==> src/rtl/xor_byte_loader.sv <==
// Byte-wide valid/ready front-end that serializes fixed-length key/message frames MSB-first
// and raises the matching load flag for each emitted bit.
module xor_byte_loader #(
    parameter int unsigned KEY_BYTES = 4,
    parameter int unsigned MSG_BYTES = 64
) (
    input  logic                         clk,
    input  logic                         rst_n,
    input  logic                         ena,
    input  logic [7:0]                   iByte,
    input  logic                         iByte_valid,
    input  logic                         iByte_is_key,
    output logic                         oByte_ready,
    output logic                         oSerial_out,
    output logic                         oLoad_key,
    output logic                         oLoad_msg,
    output logic [$clog2(MSG_BYTES):0]   oByte_count,
    output logic                         oKey_done,
    output logic                         oMsg_done,
    output logic                         oBusy
);

    localparam int unsigned CntW = $clog2(MSG_BYTES) + 1;

    typedef enum logic [1:0] {
        StIdle,
        StShift,
        StWait,
        StDone
    } state_e;

    state_e          state_q, state_d;
    logic [7:0]      shift_q, shift_d;
    logic [2:0]      bit_q, bit_d;
    logic            is_key_q, is_key_d;
    logic [CntW-1:0] cnt_q, cnt_d;
    logic            ready_q, ready_d;

    logic            accept;
    logic [CntW-1:0] len_q, len_d;

    assign accept = iByte_valid & ready_q & ena;
    assign len_q  = is_key_q ? CntW'(KEY_BYTES) : CntW'(MSG_BYTES);
    assign len_d  = is_key_d ? CntW'(KEY_BYTES) : CntW'(MSG_BYTES);

    always_comb begin
        state_d  = state_q;
        shift_d  = shift_q;
        bit_d    = bit_q;
        is_key_d = is_key_q;
        cnt_d    = cnt_q;
        ready_d  = ready_q;

        if (ena) begin
            unique case (state_q)
                StIdle: begin
                    if (accept) begin
                        is_key_d = iByte_is_key;
                        shift_d  = iByte;
                        bit_d    = 3'd7;
                        cnt_d    = cnt_q + CntW'(1);
                        state_d  = StShift;
                    end
                end
                StShift: begin
                    if (bit_q != 3'd0) begin
                        shift_d = {shift_q[6:0], 1'b0};
                        bit_d   = bit_q - 3'd1;
                    end else if (accept) begin
                        // Reload on the bit-0 cycle keeps the flag window contiguous.
                        shift_d = iByte;
                        bit_d   = 3'd7;
                        cnt_d   = cnt_q + CntW'(1);
                    end else if (cnt_q == len_q) begin
                        shift_d = '0;
                        state_d = StDone;
                    end else begin
                        shift_d = '0;
                        state_d = StWait;
                    end
                end
                StWait: begin
                    if (accept) begin
                        shift_d = iByte;
                        bit_d   = 3'd7;
                        cnt_d   = cnt_q + CntW'(1);
                        state_d = StShift;
                    end
                end
                StDone: begin
                    cnt_d   = '0;
                    bit_d   = 3'd0;
                    state_d = StIdle;
                end
                default: state_d = StIdle;
            endcase

            // Ready is computed from next-state values so the output is a plain flop.
            unique case (state_d)
                StIdle, StWait: ready_d = 1'b1;
                StShift:        ready_d = (bit_d == 3'd0) && (cnt_d != len_d);
                default:        ready_d = 1'b0;
            endcase
        end
    end

    always_ff @(posedge clk or negedge rst_n) begin
        if (!rst_n) begin
            state_q  <= StIdle;
            shift_q  <= '0;
            bit_q    <= 3'd0;
            is_key_q <= 1'b0;
            cnt_q    <= '0;
            ready_q  <= 1'b1;
        end else begin
            state_q  <= state_d;
            shift_q  <= shift_d;
            bit_q    <= bit_d;
            is_key_q <= is_key_d;
            cnt_q    <= cnt_d;
            ready_q  <= ready_d;
        end
    end

    logic shifting;
    assign shifting    = ena && (state_q == StShift);

    assign oByte_ready = ready_q;
    assign oSerial_out = shifting && shift_q[7];
    assign oLoad_key   = shifting && is_key_q;
    assign oLoad_msg   = shifting && !is_key_q;
    assign oByte_count = cnt_q;
    assign oKey_done   = ena && (state_q == StDone) && is_key_q;
    assign oMsg_done   = ena && (state_q == StDone) && !is_key_q;
    assign oBusy       = (state_q != StIdle);

    a_flags_exclusive: assert property (@(posedge clk) disable iff (!rst_n)
        !(oLoad_key && oLoad_msg));
    a_count_in_range: assert property (@(posedge clk) disable iff (!rst_n)
        (cnt_q <= len_q));
    a_ready_not_in_done: assert property (@(posedge clk) disable iff (!rst_n)
        (state_q == StDone) |-> !ready_q);

endmodule

==> config.mk <==
export PLATFORM = sky130hd
export DESIGN_NAME = xor_byte_loader
export DESIGN_NICKNAME = d
export VERILOG_FILES = /design/src/rtl/xor_byte_loader.sv
export SDC_FILE = /design/constraint.sdc
export NUM_CORES = 1
export LEC_CHECK = 0
export CAP_MARGIN = 25
export CORE_MARGIN = 2
export CORE_UTILIZATION = 52
export CTS_CLUSTER_DIAMETER = 30
export DETAILED_ROUTE_END_ITERATION = 7
export PLACE_DENSITY = 0.87
export SLEW_MARGIN = 5
export SYNTH_ARGS = -nofsm -noshare
export SYNTH_HDL_FRONTEND = slang
export SYNTH_SLANG_ARGS = --single-unit
export TNS_END_PERCENT = 1
==> constraint.sdc <==
create_clock -name clk -period 2 [get_ports clk]
set_input_delay 0.5 -clock clk [delete_from_list [all_inputs] [get_ports clk]]
set_output_delay 0.5 -clock clk [all_outputs]
set_load 0.02 [all_outputs]
# ---- Yosys cells after proc, flatten, opt, wreduce, memory -nomap -nowiden
# Index checks and enable logic that the tools add are counted.
dict set report totals {
  register_bits 22
  input_bits 13
  out_inout_bits 14
}
dict set report classes {
  addsub 2
  eq_ne 8
  mux 24
  bitwise_logic 2
  reduce_logical 18
}
# cell n
set op_table {}
lappend op_table {{7-bit two-way mux} 5}
lappend op_table {{8-bit two-way mux} 3}
lappend op_table {{7-bit one-hot mux with 3 select lines} 1}
lappend op_table {{8-bit one-hot mux with 2 select lines} 1}
lappend op_table {{3-bit two-way mux} 3}
lappend op_table {{3-bit one-hot mux with 3 select lines} 1}
lappend op_table {{1-bit logical AND} 8}
lappend op_table {{2-bit two-way mux} 4}
lappend op_table {{7-bit by 1-bit adder with 7-bit output, second input constant} 1}
lappend op_table {{7-bit equality test} 1}
lappend op_table {{7-bit inequality test} 1}
lappend op_table {{2-bit equality test, second input constant} 3}
lappend op_table {{2-bit one-hot mux with 3 select lines} 1}
lappend op_table {{2-bit by 1-bit equality test with 1-bit output, second input constant} 2}
lappend op_table {{2-bit zero test} 2}
lappend op_table {{1-bit two-way mux} 4}
lappend op_table {{2-bit nonzero test} 2}
lappend op_table {{2-bit OR reduction} 2}
lappend op_table {{3-bit zero test} 1}
lappend op_table {{3-bit AND reduction} 1}
lappend op_table {{3-bit nonzero test} 1}
lappend op_table {{3-bit by 1-bit subtractor with 3-bit output, second input constant} 1}
lappend op_table {{1-bit bitwise AND} 2}
lappend op_table {{2-bit by 1-bit inequality test with 1-bit output, second input constant} 1}
lappend op_table {{other kinds (2)} 2}

# ---- Depth between registers and ports, before layout
# Gate-level depths: netlist of run 1.
dict set report depth {
  depth_word 10
  ltp_mapped 9
  ltp_nobuf 8
}

# ---- Worst setup path before layout of run 1
# Ideal clock, no wire load.
dict set report synth_path {
  kind {reg2reg}
  from {reg ready_q (netlist: oByte_ready)}
  to {reg ready_q (netlist: oByte_ready)}
  t_arrival_ns 1.781
  setup_slack_ns 0.133
  path_stages_with_launch 8
  path_cell_list {dfstp_2 nand3_4 buf_6 a211oi_2 mux2i_1 and2_1 mux2i_1 o41a_1}
}
dict set report synth_between {
  elab_chain_len 9
  word_cells_on_any_way 27
}
# item line_no
set synth_lines {}
lappend synth_lines {{start: declaration} 37} ;# logic ready_q, ready_d;
lappend synth_lines {{start signal: assignment} 121} ;# ready_q <= ready_d;
lappend synth_lines {{1-bit bitwise AND (*) (2 in a row)} 42} ;# assign accept = iByte_valid & ready_q & ena;
lappend synth_lines {{7-bit two-way mux, or another cell as far along} {57, 69, 83}}
lappend synth_lines {{7-bit two-way mux, or another cell as far along} 66} ;# if (bit_q != 3'd0) begin
lappend synth_lines {{7-bit one-hot mux with 3 select lines, or another cell as far along} 55} ;# unique case (state_q)
lappend synth_lines {{7-bit two-way mux, or another cell as far along} 54} ;# if (ena) begin
lappend synth_lines {{7-bit inequality test, or another cell as far along} 101} ;# StShift: ready_d = (bit_d == 3'd0) && (cnt_d != len_d);
lappend synth_lines {{1-bit logical AND or 2-bit OR reduction (tied branches)} {101, 99}}
lappend synth_lines {{1-bit one-hot mux with 2 select lines (*)} 99} ;# unique case (state_d)
# Every way passes the cells marked *; elsewhere a longest branch is shown, timed or not. The select of a mux whose other input is x is not followed.
# A chain may end at the register's enable or synchronous reset.

# ---- Worst setup path in the final report of run 1
dict set report layout_path {
  from {reg state_q[1]}
  to {out oBusy}
}
dict set report layout_between {
  elab_chain_len 1
}
# item line_no
set layout_lines {}
lappend layout_lines {{start: declaration} 32} ;# state_e state_q, state_d;
lappend layout_lines {{start signal: assignment} 109} ;# state_q <= StIdle;
lappend layout_lines {{start signal: assignment} 116} ;# state_q <= state_d;
lappend layout_lines {{2-bit nonzero test} 135} ;# assign oBusy = (state_q != StIdle);
lappend layout_lines {{end: declaration} 20} ;# output logic oBusy
# Every way passes these cells.

==> results of run 1 <==
## worst reg2reg max path, stage by stage, from the launching register on
cell	delay (ps)
dfrtp_1	420
buf_4	160
or2_1	260
nor2_1	140
mux2_2	370
nor2_1	110
mux2i_1	90
o41a_1	330
## timing repair
| action | 4_1_cts | 5_1_grt |
|---|---|---|
| gates resized for setup | 28 | 7 |
| hold buffers | 0 | 0 |
| pin swaps | 2 | 1 |
| setup buffers | 2 | 1 |
| setup endpoints to repair | 10 | 5 |
## cell families after synthesis
family / Yosys count
and+or+nand+nor: 57
AOI/OAI and AO/OA: 54
DFF: 22
buffers and inverters: 16
muxes: 8
adders and majority gates: 4
## synthesized netlist by cell type (2+ instances only)
cell type / count
and2_1: 4
nor3_1: 4
clkbuf_1: 2
ha_1: 4
buf_6: 2
dfrtp_1: 21
inv_1: 8
o21bai_1: 3
nor2_1: 19
a21oi_1: 15
a22oi_1: 9
nand3_1: 4
nand3b_1: 3
a31oi_1: 3
mux2_2: 6
o21ai_1: 2
mux2i_1: 2
nor3b_1: 3
buf_4: 2
a211oi_2: 2
nand2_1: 8
o21ai_0: 9
nor2b_1: 2
and2b_1: 2
buf_2: 2
## sequential cells by signal, summed over array words and instances (netlist names)
register and count:
shift_q 8, oByte_count 7, bit_q 3, state_q 2, is_key_q 1, oByte_ready 1
## area by class of cell
type                            count  area (µm²)  share of cell area (%)
Clock buffer                        4        36.3                    1.91
Inverter                            8        30.0                    1.58
Multi-Input combinational cell    123         835                    43.8
Sequential cell                    22         556                    29.2
Tap cell                           31        38.8                    2.04
Timing Repair Buffer               48         409                    21.5
## worst max-delay path by stage
stage	startpoint	endpoint	slack (ps)	depth (start not counted)
2_1_floorplan	oByte_ready$_DFFE_PN1P_	oByte_ready$_DFFE_PN1P_	130	7
3_3_place_gp	ena	oSerial_out	-600	5
3_5_place_dp	ena	oLoad_key	-650	5
4_1_cts	state_q[1]$_DFFE_PN0P_	oBusy	3	3
5_1_grt	state_q[1]$_DFFE_PN0P_	oBusy	-30	3
6_report	state_q[1]$_DFFE_PN0P_	oBusy	20	3
## metal layers
| layer | wire length [µm] | share of wire [%] | vias to the layer above | track usage (%) |
|---|---|---|---|---|
| met5 | 0 | 0 | - | 0 |
| met4 | 47 | 1.3 | 0 | 7.31 |
| met3 | 207 | 5.7 | 6 | 3.23 |
| met2 | 1820 | 50 | 53 | 42.9 |
| met1 | 1570 | 43 | 662 | 30.6 |
| li1 | - | - | 673 | - |
## power groups by stage
stage          combinational, mW  sequential, mW  clock (mW)
2_1_floorplan              0.895           0.823           0
3_3_place_gp                1.38           0.796           0
3_5_place_dp                1.44           0.811           0
4_1_cts                     1.43           0.804       0.256
5_1_grt                     1.63           0.841       0.280
6_report                    1.49           0.810       0.252
==> run_results.csv, run 1 <==
group,metric,value,unit
outcome,outcome,"finished clean",
layout,layout.cells.most_common_list,"21 x buf_4, 19 x nor2_1, 18 x dfrtp_1",
placed_design,preCtsSetupSlack,-652,ps
synth,post_synth_inst_count,161,
timing,timing.final.setup_violations,0,
floorplanning,floorplan.die_area,3220,µm²
placed_design,dpl-instance-area,1840,µm²
timing,timing.clock.skew,5.11,ps
worst_setup_path,worst_r2r_startpoint,"state_q[1]$_DFFE_PN0P_",
grt,antenna_found_initial,0,
synth,synth.net_count,178,
layout,commonest_non_fill_non_tap_cell_in_the_layout,"buf_4",
power_and_ir_drop,power.internal,1.43,mW
synth,synth_area_per_cell,9.00,µm²
power_and_ir_drop,part_of_the_total_power_dissipated_in_combinational_logic,58.3,%
route,drt_pre_antenna_iters,4,
flow_run,drv_cap,0,
cts,worst_skew_pair.late_latency,310,ps
power_and_ir_drop,power.leakage,0.815,nW
worst_setup_path,path_delay_family,"buffers and inverters",
synth,synth_xor_xnor_area_share,0,%
power_and_ir_drop,vdd_ir_drop_max,0.000921,V
worst_setup_path,critical-path-slowest-cell,"dfrtp_1",
grt,global_route.overflow_total,0,
synth,seq_area_frac_synth,38.1,%
timing,max_freq,505,MHz
cts,cts_buffer_depth,2,
synth,synth_top_family_by_area,"compound AO/OA/AOI/OAI gates",
timing,fin_setup_tns,0,ps
timing,final_max_slew_viol_count,0,
worst_setup_path,crit_path_cell_trace,"buf_4 -> or2_1 -> dlygate4sd2_1",
worst_setup_path,crit_path_start_kind,"flip-flop",
floorplanning,floorplan.core_area,2710,µm²
synth,synth-seq-cells,22,
floorplanning,effective_utilization_at_floorplan,53.5,%
cts,cts.root.buffer_cell,"clkbuf_4",
synth,postSynth.asyncResetShare,100,%
synth,synth.area.top_cells,"dfrtp_1 36%, a21oi_1 5.2%, nor2_1 4.9%",
grt,grt_use_total,24.2,%
power_and_ir_drop,share_seq_of_total_power,31.8,%
cts,tritoncts,"built",
synth,synth.mux.area_fraction,6.04,%
worst_setup_path,r2r_end,"oByte_ready$_DFFE_PN1P_",
placed_design,gp_congestion,0.867,
worst_setup_path,r2r_cells,7,
placed_design,detailed_place_hpwl,2680,µm
worst_setup_path,req_time_crit_path,1500,ps
worst_setup_path,cp_slowest_stage_delay,420,ps
route,remaining_drc_errors,0,
floorplanning,chipHeight,56.8,µm
synth,synthAdderAreaFrac,3.45,%
placed_design,io_buffers,26,
worst_setup_path,reg2reg_slack,60,ps
hold_path,hp-class,"in -> async",
cts,clk_pin_slew_worst_paths,130,ps
timing,maxSlewHeadroom,77.3,%
power_and_ir_drop,proportion_of_total_power_due_to_net_switching,43.8,%
worst_setup_path,cp-end-kind,"primary output",
route,final_antenna_net_count,0,
synth,yosys_warn_count,0,
floorplanning,io-pin-count,27,
cts,cts_buffers,3,
synth,synth_simple_gate_area_share,21.7,%
route,route.detailed.vias_per_inst,5.91,
floorplanning,std_cell_rows,19,
route,detailroute.via_count,1394,
synth,netlist_area,1450,µm²
timing,fin_worst_hold_slack,512,ps
cts,clkSinkCount,22,
synth,yosysUniqueCellTypes,45,
layout,layout-drive-gt1-share,26.3,%
power_and_ir_drop,totalPowerFinal,2.55,mW
floorplanning,die_w,56.8,µm
route,detail_route.wirelength,3650,µm
placed_design,dp.cells,229,
power_and_ir_drop,power_per_cell_area,1340,nW/µm²
synth,netlist.area_leader.share,36.3,%
worst_setup_path,crit_arrival,1480,ps
timing,finalCriticalPeriod,1980,ps
layout,syn2layout_area_growth,31.4,%
grt,pin_count_of_the_biggest_net_entering_global_routing,23,
timing,grt_setup_unrepaired,"true",
power_and_ir_drop,p_switching,1.12,mW
layout,layout_filler_cell_count,221,
route,drt_iter0_drc,60,
cts,htreeDepth,1,
route,routedWlPerCell,15.5,µm
layout,final_area,1900,µm²
worst_setup_path,critical_path_class,"reg -> out",
worst_setup_path,critPathBufInv,2,
power_and_ir_drop,clock_power_share,9.9,%
layout,num-nets-final,223,
layout,layoutNonFillerInstCount,236,
worst_setup_path,crit_path_max_fanout,6,
timing,final_hold_viol_count,0,
synth,yosys_most_used_dff,"dfrtp_1",
synth,synth_edf_count,0,
grt,grt_first_pass_wirelength,6110,µm
grt,grt_pass1_vias,1331,
layout,antenna_diode_count,0,
layout,final_core_util,70.3,%
timing,worst_slack,17.9,ps
synth,yosys.area.top_type,"dfrtp_1",
timing,max_slew.worst_pin.slew,339,ps
timing,post-route-period-util,99.1,%
synth,fraction_of_the_mapped_netlist_area_in_compound_gates,24.9,%
(Power assumes the default switching activity.)
==> run 2: changes to the inputs <==
--- a/config.mk
+++ b/config.mk
@@ -5,12 +5,13 @@
 export SDC_FILE = /design/constraint.sdc
 export NUM_CORES = 1
 export LEC_CHECK = 0
+export ABC_CLOCK_PERIOD_IN_PS = 2000
 export CAP_MARGIN = 25
 export CORE_MARGIN = 2
 export CORE_UTILIZATION = 52
 export CTS_CLUSTER_DIAMETER = 30
 export DETAILED_ROUTE_END_ITERATION = 7
-export PLACE_DENSITY = 0.87
+export PLACE_DENSITY = 0.85
 export SLEW_MARGIN = 5
 export SYNTH_ARGS = -nofsm -noshare
 export SYNTH_HDL_FRONTEND = slang
==> run_results.csv, run 2 (synthesized netlist as in run 1, its figures left out) <==
group,metric,value,unit
floorplanning,effective_utilization_at_floorplan,53.5,%
layout,syn2layout_area_growth,31.2,%
route,routedWlPerCell,15.6,µm
flow_run,drv_cap,0,
worst_setup_path,r2r_cells,7,
floorplanning,std_cell_rows,19,
cts,cts.root.buffer_cell,"clkbuf_4",
placed_design,detailed_place_hpwl,2700,µm
power_and_ir_drop,power.leakage,0.821,nW
worst_setup_path,worst_r2r_startpoint,"state_q[1]$_DFFE_PN0P_",
grt,antenna_found_initial,0,
cts,clk_pin_slew_worst_paths,130,ps
grt,grt_use_total,23.7,%
grt,global_route.overflow_total,0,
worst_setup_path,crit_path_cell_trace,"buf_4 -> or2_1 -> clkdlybuf4s15_1",
layout,layout.cells.most_common_list,"23 x buf_4, 19 x nor2_1, 18 x dfrtp_1",
route,detail_route.wirelength,3690,µm
layout,layout_filler_cell_count,224,
timing,worst_slack,40.7,ps
worst_setup_path,critical_path_class,"reg -> out",
timing,final_max_slew_viol_count,0,
worst_setup_path,cp-end-kind,"primary output",
route,detailroute.via_count,1385,
timing,max_slew.worst_pin.slew,289,ps
layout,num-nets-final,224,
layout,final_area,1900,µm²
worst_setup_path,cp_slowest_stage_delay,420,ps
placed_design,dpl-instance-area,1850,µm²
floorplanning,die_w,56.8,µm
worst_setup_path,req_time_crit_path,1500,ps
timing,fin_worst_hold_slack,520,ps
grt,grt_first_pass_wirelength,5950,µm
hold_path,hp-class,"in -> async",
route,final_antenna_net_count,0,
cts,cts-hold-fix-buffers,0,
worst_setup_path,r2r_end,"oByte_ready$_DFFE_PN1P_",
placed_design,gp_congestion,0.876,
worst_setup_path,critical-path-slowest-cell,"dfrtp_1",
route,remaining_drc_errors,0,
timing,post-route-period-util,98.0,%
timing,maxSlewHeadroom,80.6,%
layout,largest_register_ff_count,8,
cts,cts_buffers,3,
floorplanning,floorplan.die_area,3220,µm²
cts,clkSinkCount,22,
power_and_ir_drop,power_per_cell_area,1330,nW/µm²
timing,grt_setup_unrepaired,"true",
worst_setup_path,crit_path_max_fanout,9,
floorplanning,io-pin-count,27,
layout,antenna_diode_count,0,
route,drt_iter0_drc,97,
timing,timing.final.setup_violations,0,
layout,final_core_util,70.1,%
timing,fin_setup_tns,0,ps
layout,largest_register,"shift_q",
power_and_ir_drop,vdd_ir_drop_max,0.000880,V
floorplanning,floorplan.core_area,2710,µm²
route,route.detailed.vias_per_inst,5.84,
worst_setup_path,reg2reg_slack,50,ps
placed_design,preCtsSetupSlack,-636,ps
worst_setup_path,crit_arrival,1460,ps
layout,commonest_non_fill_non_tap_cell_in_the_layout,"buf_4",
outcome,outcome,"finished clean",
cts,worst_skew_pair.late_latency,310,ps
timing,timing.clock.skew,9.96,ps
cts,tritoncts,"built",
worst_setup_path,crit_path_start_kind,"flip-flop",
layout,layout-drive-gt1-share,26.2,%
grt,grt_pass1_vias,1348,
timing,max_freq,510,MHz
placed_design,io_buffers,26,
grt,pin_count_of_the_biggest_net_entering_global_routing,23,
timing,final_hold_viol_count,0,
floorplanning,chipHeight,56.8,µm
cts,cts_buffer_depth,2,
cts,htreeDepth,1,
route,drt_pre_antenna_iters,4,
timing,finalCriticalPeriod,1960,ps
-- run 2: worst max-delay path by stage --
stage                              endpoint               startpoint  depth (start not counted)  slack, ps
floorplan           oByte_ready$_DFFE_PN1P_  oByte_ready$_DFFE_PN1P_                          7        130
global placement                oSerial_out                      ena                          5       -600
detailed placement              oSerial_out                      ena                          5       -640
CTS                                   oBusy   state_q[1]$_DFFE_PN0P_                          3       0.09
global route                          oBusy   state_q[1]$_DFFE_PN0P_                          3        -10
finish                                oBusy   state_q[1]$_DFFE_PN0P_                          3         40
-- run 2: metrics by stage --
stage	instances	power (mW)
finish	237	2.53
global route	237	2.74
CTS	237	2.51
detailed placement	231	2.28
global placement	231	2.21
floorplan	161	1.72
-- run 2: routing by layer --
layer	global-route usage, %	routed length, µm	vias up
met2	41.4	1920	39
met4	8.97	21	0
li1	-	-	676
met1	29.6	1600	668
met5	0	0	-
met3	3.00	148	2
-- run 2: what timing repair did --
item / in CTS / in global routing
cloned: 0 / 0
gates resized for setup: 29 / 8
buffers inserted: 2 / 0
pin swaps: 1 / 1
setup endpoints to repair: 10 / 4
-- run 2: cell type report --
cell class	count	area, µm²	area share (%)
Multi-Input combinational cell	123	826	43.4
Inverter	8	30.0	1.58
Clock buffer	4	36.3	1.91
Sequential cell	22	556	29.2
Timing Repair Buffer	49	414	21.8
Tap cell	31	38.8	2.04
-- run 2: worst max-delay path, delay by kind of cell, from the launching register on --
kind	cells	cell delay, ps
simple gates	1	270
buf+inv	2	480
flops	1	420
-- run 2: power breakdown --
group	leakage [nW]	internal, mW	switching (mW)
registers	0.263	0.637	0.177
clock network	0.0210	0.111	0.137
logic	0.537	0.681	0.788
